<file path="src/rtl/gcd_stim_pkg.sv">
// Shared types and constants for the GCD stimulus driver: FSM states, LFSR taps,
// counter width and the single-step Galois LFSR next-state function.
package gcd_stim_pkg;

  typedef enum logic [1:0] {
    ST_IDLE = 2'd0,
    ST_SEND = 2'd1,
    ST_WAIT = 2'd2,
    ST_DONE = 2'd3
  } state_e;

  localparam logic [31:0] LFSR_TAPS = 32'h8020_0003;
  localparam int unsigned CNT_W     = 16;

  // Right-shifting Galois step: the bit shifted out folds the tap mask back in.
  function automatic logic [31:0] lfsr_step(input logic [31:0] s);
    return {1'b0, s[31:1]} ^ (s[0] ? LFSR_TAPS : 32'h0);
  endfunction

endpackage

</file>
<file path="src/rtl/gcd_stim_lfsr.sv">
// 32-bit Galois LFSR that advances two steps per enabled cycle and exposes both
// intermediate next values so one operand pair can be drawn per cycle.
module gcd_stim_lfsr
  import gcd_stim_pkg::*;
#(
  parameter logic [31:0] SEED_P = 32'hACE1_2468
) (
  input  logic        clk_i,
  input  logic        reset_n_i,
  input  logic        adv2_i,
  output logic [31:0] next1_o,
  output logic [31:0] next2_o
);

  logic [31:0] state_r;

  always_comb begin
    next1_o = lfsr_step(state_r);
    next2_o = lfsr_step(next1_o);
  end

  always_ff @(posedge clk_i or negedge reset_n_i) begin
    if (!reset_n_i) begin
      state_r <= SEED_P;
    end else if (adv2_i) begin
      state_r <= next2_o;
    end
  end

endmodule

</file>
<file path="src/rtl/gcd_stim_driver.sv">
// Self-running stimulus master for the GCD unit: one request in flight at a time,
// NUM_P pseudo-random operand pairs per run. Optional result checker: GCD_STIM_CHECK_EN.
module gcd_stim_driver
  import gcd_stim_pkg::*;
#(
  parameter int unsigned WIDTH_P = 32,
  parameter int unsigned NUM_P   = 16,
  parameter logic [31:0] SEED_P  = 32'hACE1_2468
) (
  input  logic                 clk_i,
  input  logic                 reset_n_i,
  input  logic                 start_i,
  output logic                 busy_o,
  output logic                 done_o,
  output logic [2*WIDTH_P-1:0] data_o,
  output logic                 v_o,
  input  logic                 ready_i,
  input  logic [2*WIDTH_P-1:0] data_i,
  input  logic                 v_i,
  output logic                 yumi_o,
  output logic [CNT_W-1:0]     sent_count_o,
  output logic [CNT_W-1:0]     recv_count_o,
`ifdef GCD_STIM_CHECK_EN
  output logic                 error_o,
  output logic [7:0]           err_count_o,
`endif
  output logic [WIDTH_P-1:0]   last_result_o
);

  localparam logic [WIDTH_P-1:0] OP_ONE   = WIDTH_P'(1);
  localparam logic [CNT_W-1:0]   LAST_IDX = CNT_W'(NUM_P - 1);

  state_e               state_r;
  logic [WIDTH_P-1:0]   a_r, b_r;
  logic [WIDTH_P-1:0]   a_new, b_new, result;
  logic [31:0]          lfsr_next1, lfsr_next2;
  logic                 start_ok, take, take_last, load_pair;

  always_comb begin
    start_ok  = start_i && (state_r == ST_IDLE || state_r == ST_DONE);
    take      = (state_r == ST_WAIT) && v_i;
    take_last = take && (recv_count_o == LAST_IDX);
    load_pair = start_ok || (take && !take_last);
    result    = data_i[WIDTH_P-1:0];
    a_new     = (lfsr_next1[WIDTH_P-1:0] == '0) ? OP_ONE : lfsr_next1[WIDTH_P-1:0];
    b_new     = (lfsr_next2[WIDTH_P-1:0] == '0) ? OP_ONE : lfsr_next2[WIDTH_P-1:0];
  end

  gcd_stim_lfsr #(
    .SEED_P (SEED_P)
  ) u_lfsr (
    .clk_i     (clk_i),
    .reset_n_i (reset_n_i),
    .adv2_i    (load_pair),
    .next1_o   (lfsr_next1),
    .next2_o   (lfsr_next2)
  );

  assign v_o    = (state_r == ST_SEND);
  assign yumi_o = take;
  assign busy_o = (state_r == ST_SEND) || (state_r == ST_WAIT);
  assign done_o = (state_r == ST_DONE);
  assign data_o = {a_r, b_r};

  always_ff @(posedge clk_i or negedge reset_n_i) begin
    if (!reset_n_i) begin
      state_r       <= ST_IDLE;
      a_r           <= '0;
      b_r           <= '0;
      sent_count_o  <= '0;
      recv_count_o  <= '0;
      last_result_o <= '0;
    end else begin
      if (load_pair) begin
        a_r <= a_new;
        b_r <= b_new;
      end
      unique case (state_r)
        ST_IDLE, ST_DONE: begin
          if (start_i) begin
            state_r      <= ST_SEND;
            sent_count_o <= '0;
            recv_count_o <= '0;
          end
        end
        ST_SEND: begin
          if (ready_i) begin
            sent_count_o <= sent_count_o + 16'd1;
            state_r      <= ST_WAIT;
          end
        end
        ST_WAIT: begin
          if (v_i) begin
            last_result_o <= result;
            recv_count_o  <= recv_count_o + 16'd1;
            state_r       <= take_last ? ST_DONE : ST_SEND;
          end
        end
        default: state_r <= ST_IDLE;
      endcase
    end
  end

`ifdef GCD_STIM_CHECK_EN
  logic fail;

  // a_r/b_r still hold the operands of the request this result answers.
  always_comb begin
    fail = (result == '0) || (result > a_r) || (result > b_r) ||
           (data_i[2*WIDTH_P-1:WIDTH_P] != '0);
  end

  always_ff @(posedge clk_i or negedge reset_n_i) begin
    if (!reset_n_i) begin
      error_o     <= 1'b0;
      err_count_o <= '0;
    end else if (start_ok) begin
      error_o     <= 1'b0;
      err_count_o <= '0;
    end else if (take && fail) begin
      error_o <= 1'b1;
      if (err_count_o != 8'hFF) err_count_o <= err_count_o + 8'd1;
    end
  end
`else
  logic unused_data_hi;
  assign unused_data_hi = ^data_i[2*WIDTH_P-1:WIDTH_P];
`endif

endmodule

</file>
<file path="config.mk">
export PLATFORM = sky130hd
export DESIGN_NAME = gcd_stim_driver
export DESIGN_NICKNAME = d
export VERILOG_FILES = /design/src/rtl/gcd_stim_pkg.sv /design/src/rtl/gcd_stim_lfsr.sv /design/src/rtl/gcd_stim_driver.sv
export SDC_FILE = /design/constraint.sdc
export NUM_CORES = 1
export LEC_CHECK = 0
export BUFFER_PORTS_ARGS = -buffer_cell sky130_fd_sc_hd__buf_2
export CAP_MARGIN = 20
export CORE_MARGIN = 1
export CORE_UTILIZATION = 56
export DETAILED_ROUTE_END_ITERATION = 6
export MAX_ROUTING_LAYER = met4
export PLACE_DENSITY = 0.87
export SLEW_MARGIN = 5
export SYNTH_ARGS = -nofsm -noshare
export SYNTH_HDL_FRONTEND = slang
export SYNTH_SLANG_ARGS = --single-unit
export TNS_END_PERCENT = 5
</file>
<file path="constraint.sdc">
create_clock -name clk_i -period 5.6 [get_ports clk_i]
set_input_delay 0.28 -clock clk_i [delete_from_list [all_inputs] [get_ports clk_i]]
set_output_delay 0.28 -clock clk_i [all_outputs]
set_load 0.01 [all_outputs]
</file>
==> results of run 1 <==
## registers in the layout (all words and copies together), names as in the netlist
signal / flops
u_lfsr.state_r: 32
recv_count_o: 16
sent_count_o: 16
a_r: 32
b_r: 32
last_result_o: 32
state_r: 2
## critical path: stages (launching register included)
cell,delay (ps)
sky130_fd_sc_hd__dfrtp_1,400
sky130_fd_sc_hd__inv_1,90
sky130_fd_sc_hd__ha_1,280
sky130_fd_sc_hd__nand2_1,150
sky130_fd_sc_hd__inv_2,550
sky130_fd_sc_hd__a22o_2,890
sky130_fd_sc_hd__mux2_2,420
## cells by family after synthesis
group	synth area share
XOR/XNOR	0.0101
AND/OR/NAND/NOR	0.101
multiplexers	0.204
AO/OA/AOI/OAI	0.0609
flip-flops	0.586
adder cells (fa/ha/maj)	0.0126
buffers and inverters	0.0250
## area by class of cell
type	instances	share of cell area
Clock buffer	21	0.0538
Clock inverter	11	0.0194
Inverter	19	0.00833
Multi-Input combinational cell	327	0.317
Sequential cell	162	0.475
Tap cell	168	0.0245
Timing Repair Buffer	171	0.102
## final timing paths
kind | slack (ps) | startpoint | depth (start not counted) | endpoint
worst min register to register | 500 | a_r[0] | 1 | a_r[0]
min in group asynchronous | 540 | reset_n_i | 2 | b_r[28]
worst max-delay path | 2670 | state_r[0] | 6 | b_r[20]
worst max register to register | 2670 | state_r[0] | 6 | b_r[20]
worst min-delay path | 100 | data_i[30] | 2 | last_result_o[30]
max in group asynchronous | 3730 | reset_n_i | 3 | sent_count_o[10]
## power groups by stage
| stage | sequential [mW] | combinational (mW) | clock (mW) |
|---|---|---|---|
| 2_1_floorplan | 2.17 | 1.15 | 0 |
| 3_3_place_gp | 2.02 | 1.86 | 0 |
| 3_5_place_dp | 2.07 | 1.95 | 0 |
| 4_1_cts | 2.06 | 1.98 | 1.24 |
| 5_1_grt | 2.13 | 2.12 | 1.29 |
| 6_report | 2.06 | 1.96 | 1.23 |
## per-stage QoR
step | util | worst slack [ps] | power, mW | area, µm²
5_1_grt | 0.710 | 2470 | 5.54 | 8570
3_5_place_dp | 0.657 | 2690 | 4.02 | 7930
6_report | 0.710 | 2670 | 5.25 | 8570
2_1_floorplan | - | 3280 | 3.32 | 6950
4_1_cts | 0.710 | 2660 | 5.29 | 8570
3_3_place_gp | 0.657 | 2810 | 3.88 | 7930
## what timing repair did
item | in CTS | in global routing
hold buffers | 1 | 0
setup buffers | 0 | 0
endpoints found under the hold margin | 28 | 0
## placed cells by master (no fill, tap or decap), drive strengths merged, types with 12 or more instances in the layout
master and count:
mux2 116, clkbuf 21, nor2 13, nand2 26, nand4 12, a21oi 19, dfstp 13, inv 25
buf 170, dfrtp 149, nand3 15
## per-layer routing
layer | vias up | GRT usage | routed length [µm]
met1 | 2524 | 0.310 | 6380
met3 | 28 | 0.0643 | 730
met4 | 0 | 0.0947 | 246
met5 | - | - | 0
met2 | 176 | 0.426 | 8050
li1 | 2285 | - | -
==> impl_metrics.ini, run 1 <==
[critical_path]
timing.critical_path.required_ps = 5900
critPathMaxFanout = 39
end_kind = register
worstPathArrival_ps = 3230
cp-start-kind = register
crit_type = reg -> reg

[layout]
finish.net_count = 774
antenna_diodes = 0
nFillCells = 820
post_route_cells_drive_above_1_share = 0.478
post_layout_nonfiller_instances = 879
multiInputGateArea_um2 = 2720
area.growth.synth_to_final_pct = 23.3
regArea_um2 = 4070

[sta]
worstMarginPinSlew_ps = 967
timing.final.setup_violations = 0
whs_ps = 96.1
clock.fmax_mhz = 342
final.setup_skew_ps = 6.95
rsz_0062_raised_after_global_routing = no
fin_tns_setup_ps = 0
timing.final.hold_violations = 0
max_slew_margin = 0.339
final_min_period_over_clock_period = 0.523
post-route-min-period_ps = 2930
report.final.slew_viol_count = 0

[global_route]
grt_remaining_overflow = 0
first_global_vias = 5053
largest_net_degree_at_the_start_of_global_routing = 102
antenna_found_initial = 0
track_usage = 0.258
grt_pass1_wl_um = 25000

[synth]
syn-num-nets = 607
synth_most_common_cell = sky130_fd_sc_hd__dfrtp_1
synth.area.top_cells = sky130_fd_sc_hd__dfrtp_1 (54%), sky130_fd_sc_hd__mux2_2 (19%), sky130_fd_sc_hd__dfstp_2 (4.9%)
synth_cells = 531
post_synth_num_cell_types = 54
post-synth-top-area-fraction = 0.537
synth_sequential_area_ratio = 0.586
post_synthesis_sequential_element_count = 162
synthesis.area_per_instance_um2 = 13.1
yosys-top-cells-count = sky130_fd_sc_hd__dfrtp_1 (149), sky130_fd_sc_hd__mux2_2 (116), sky130_fd_sc_hd__nand2_1 (26)
largest_area_contributor_in_the_netlist = sky130_fd_sc_hd__dfrtp_1
async_flop_share = 1.00
ys_warn_count = 0
post_synth_edffs = 0
netlist_area_um2 = 6950
primary_ff_master_synth = sky130_fd_sc_hd__dfrtp_1

[job]
max_cap_violations = 0

[placed_design]
place_inst = 846
gp_congestion = 0.895
portBuffers = 168
dp_hpwl_um = 10400

[pwr]
cellInternalPower_mw = 3.44
power_switching_share = 0.344
netSwitchingPower_mw = 1.81
pwr-share-comb = 0.373
power.clock.fraction = 0.234
power.density_cell_area_nw_per_um2 = 613
cellLeakagePower_nw = 4.04
vdd_drop_max_mv = 0.396
p_seq_frac = 0.393

[routing]
drt-vias-per-instance = 5.70
via_count = 5013
drc_errors = 0
drt_wl_total_um = 15400
detailedRoute.firstIterationViolations = 407
average_routed_wire_per_standard_cell_um = 17.5
drtPass1Iterations = 5
drtAntennaViolNets = 0

[floorplanning]
die_height_um = 113
die-area_um2 = 12900
initial_core_util = 0.576
die_width_um = 113
design.core.area_um2 = 12100
placement_rows = 40
top_ports = 201

[clocking]
cts_repair_resize_count = 0
cts.root.buffer_cell = sky130_fd_sc_hd__clkbuf_16
tritoncts.num_buffers = 17
cts_tree = done
clock_tree.htree_level_count = 4
max-clock-path-buffers = 2
sink_count = 162
clkLatencyLatePin_ps = 420
clkSlewWorstSetupHoldPaths_ps = 70

[worst_hold_path]
worstHoldPathType = in -> reg

[outcome]
outcome = complete, no violations
Power figures use the tool's default switching activity.
==> inputs of run 2 (changes only) <==
- CORE_UTILIZATION: 56 -> 52
- PLACE_DENSITY: 0.87 -> 0.82
- clock period: 5.6 -> 3 ns (I/O delays scaled with it)
==> impl_metrics.ini, run 2 (synthesis results as in run 1) <==
[routing]
average_routed_wire_per_standard_cell_um = 17.7
drtAntennaViolNets = 0
drtPass1Iterations = 7
drt_wl_total_um = 16200
via_count = 5214
drc_errors = 0
detailedRoute.firstIterationViolations = 436
drt-vias-per-instance = 5.67

[sta]
whs_ps = 68.7
timing.final.setup_violations = 0
rsz_0062_raised_after_global_routing = no
post-route-min-period_ps = 2580
clock.fmax_mhz = 387
final.setup_skew_ps = 12.7
report.final.slew_viol_count = 0
fin_tns_setup_ps = 0
worstMarginPinSlew_ps = 856
final_min_period_over_clock_period = 0.861
timing.final.hold_violations = 0
max_slew_margin = 0.430

[critical_path]
critPathMaxFanout = 10
regToRegStartpoint = state_r[0]
cp-start-kind = register
crit_type = reg -> reg
worstPathArrival_ps = 2930
timing.critical_path.required_ps = 3350
end_kind = register
rr_worst_depth = 6
reg_to_reg_setup_timing_slack_ps = 420
worstSetupStartpoint = state_r[0]

[clocking]
clkSlewWorstSetupHoldPaths_ps = 70
clock_tree.htree_level_count = 4
tritoncts.num_buffers = 17
clkLatencyLatePin_ps = 430
max-clock-path-buffers = 2
cts.root.buffer_cell = sky130_fd_sc_hd__clkbuf_16
sink_count = 162
cts_tree = done

[layout]
post_route_cells_drive_above_1_share = 0.461
layout.cells.most_common = sky130_fd_sc_hd__buf_2
most-common-layout-cells = sky130_fd_sc_hd__buf_2 (167), sky130_fd_sc_hd__dfrtp_1 (149), sky130_fd_sc_hd__mux2_2 (116)
finish.net_count = 810
antenna_diodes = 0
area.growth.synth_to_final_pct = 28.4

[outcome]
outcome = complete, no violations

[placed_design]
gp_congestion = 0.841
portBuffers = 168
dp_hpwl_um = 10200

[job]
max_cap_violations = 0

[global_route]
first_global_vias = 5206
grt_pass1_wl_um = 26300
grt_remaining_overflow = 0
track_usage = 0.249
largest_net_degree_at_the_start_of_global_routing = 98
antenna_found_initial = 0

[floorplanning]
placement_rows = 41
die_height_um = 118
top_ports = 201
initial_core_util = 0.542
die_width_um = 118
design.core.area_um2 = 12800
die-area_um2 = 13800

[pwr]
cellLeakagePower_nw = 4.20
power.density_cell_area_nw_per_um2 = 1100
vdd_drop_max_mv = 0.741

[worst_hold_path]
min_delay_path_depth = 3
worstHoldPathType = in -> reg
worst_hold_path_startpoint = v_i
## run 2: through the flow
step                      setup slack [ps]   util  instance area (µm²)  power, mW  instances
after floorplan                        681      -                 6950       6.20        531
after global placement                 540  0.624                 8000       7.34        854
after detailed placement               458  0.624                 8000       7.55        854
after CTS                              457  0.696                 8920       9.82        919
after global routing                   344  0.696                 8920       10.4        919
final                                  418  0.696                 8920       9.83        919
## run 2: path summary, 6_finish.rpt
check / to
max in group asynchronous: last_result_o[4]
hold / removal: recv_count_o[0]
min in group asynchronous: a_r[27]
setup / recovery: sent_count_o[13]
hold reg to reg: a_r[31]
setup reg to reg: sent_count_o[13]
## run 2: final cells by class
cell class | count | area, µm²
clock buffer | 19 | 433
clock inverter | 13 | 158
fill | 882 | 3900
inverter | 19 | 71.3
multi-input combinational | 327 | 2720
sequential | 162 | 4070
tap | 172 | 215
timing repair buffer | 207 | 1260
## run 2: power by group
| part | internal [mW] | leakage, nW | switching (mW) | total (mW) |
|---|---|---|---|---|
| clock | 1.31 | 0.292 | 0.900 | 2.21 |
| combinational | 1.94 | 1.92 | 1.81 | 3.75 |
| sequential | 3.18 | 1.98 | 0.680 | 3.86 |
## run 2: timing repair
action | in CTS | in global routing
setup buffers | 0 | 0
endpoints found under the hold margin | 115 | 0
gates resized for setup | 0 | 0
hold buffers | 33 | 0
## run 2: worst max-delay path, stage by stage, from the launching register on
cell                      delay [ps]
sky130_fd_sc_hd__dfrtp_1         380
sky130_fd_sc_hd__inv_1            70
sky130_fd_sc_hd__ha_1            430
sky130_fd_sc_hd__mux2i_2         250
sky130_fd_sc_hd__or4b_1          700
sky130_fd_sc_hd__or4_1           530
sky130_fd_sc_hd__a21oi_1         150
## run 2: metal layers
metal,vias up,global-route usage,part of all wire
li1,2356,-,-
met1,2643,0.290,0.41
met2,185,0.415,0.53
met3,30,0.0577,0.047
met4,0,0.103,0.019
met5,-,-,0
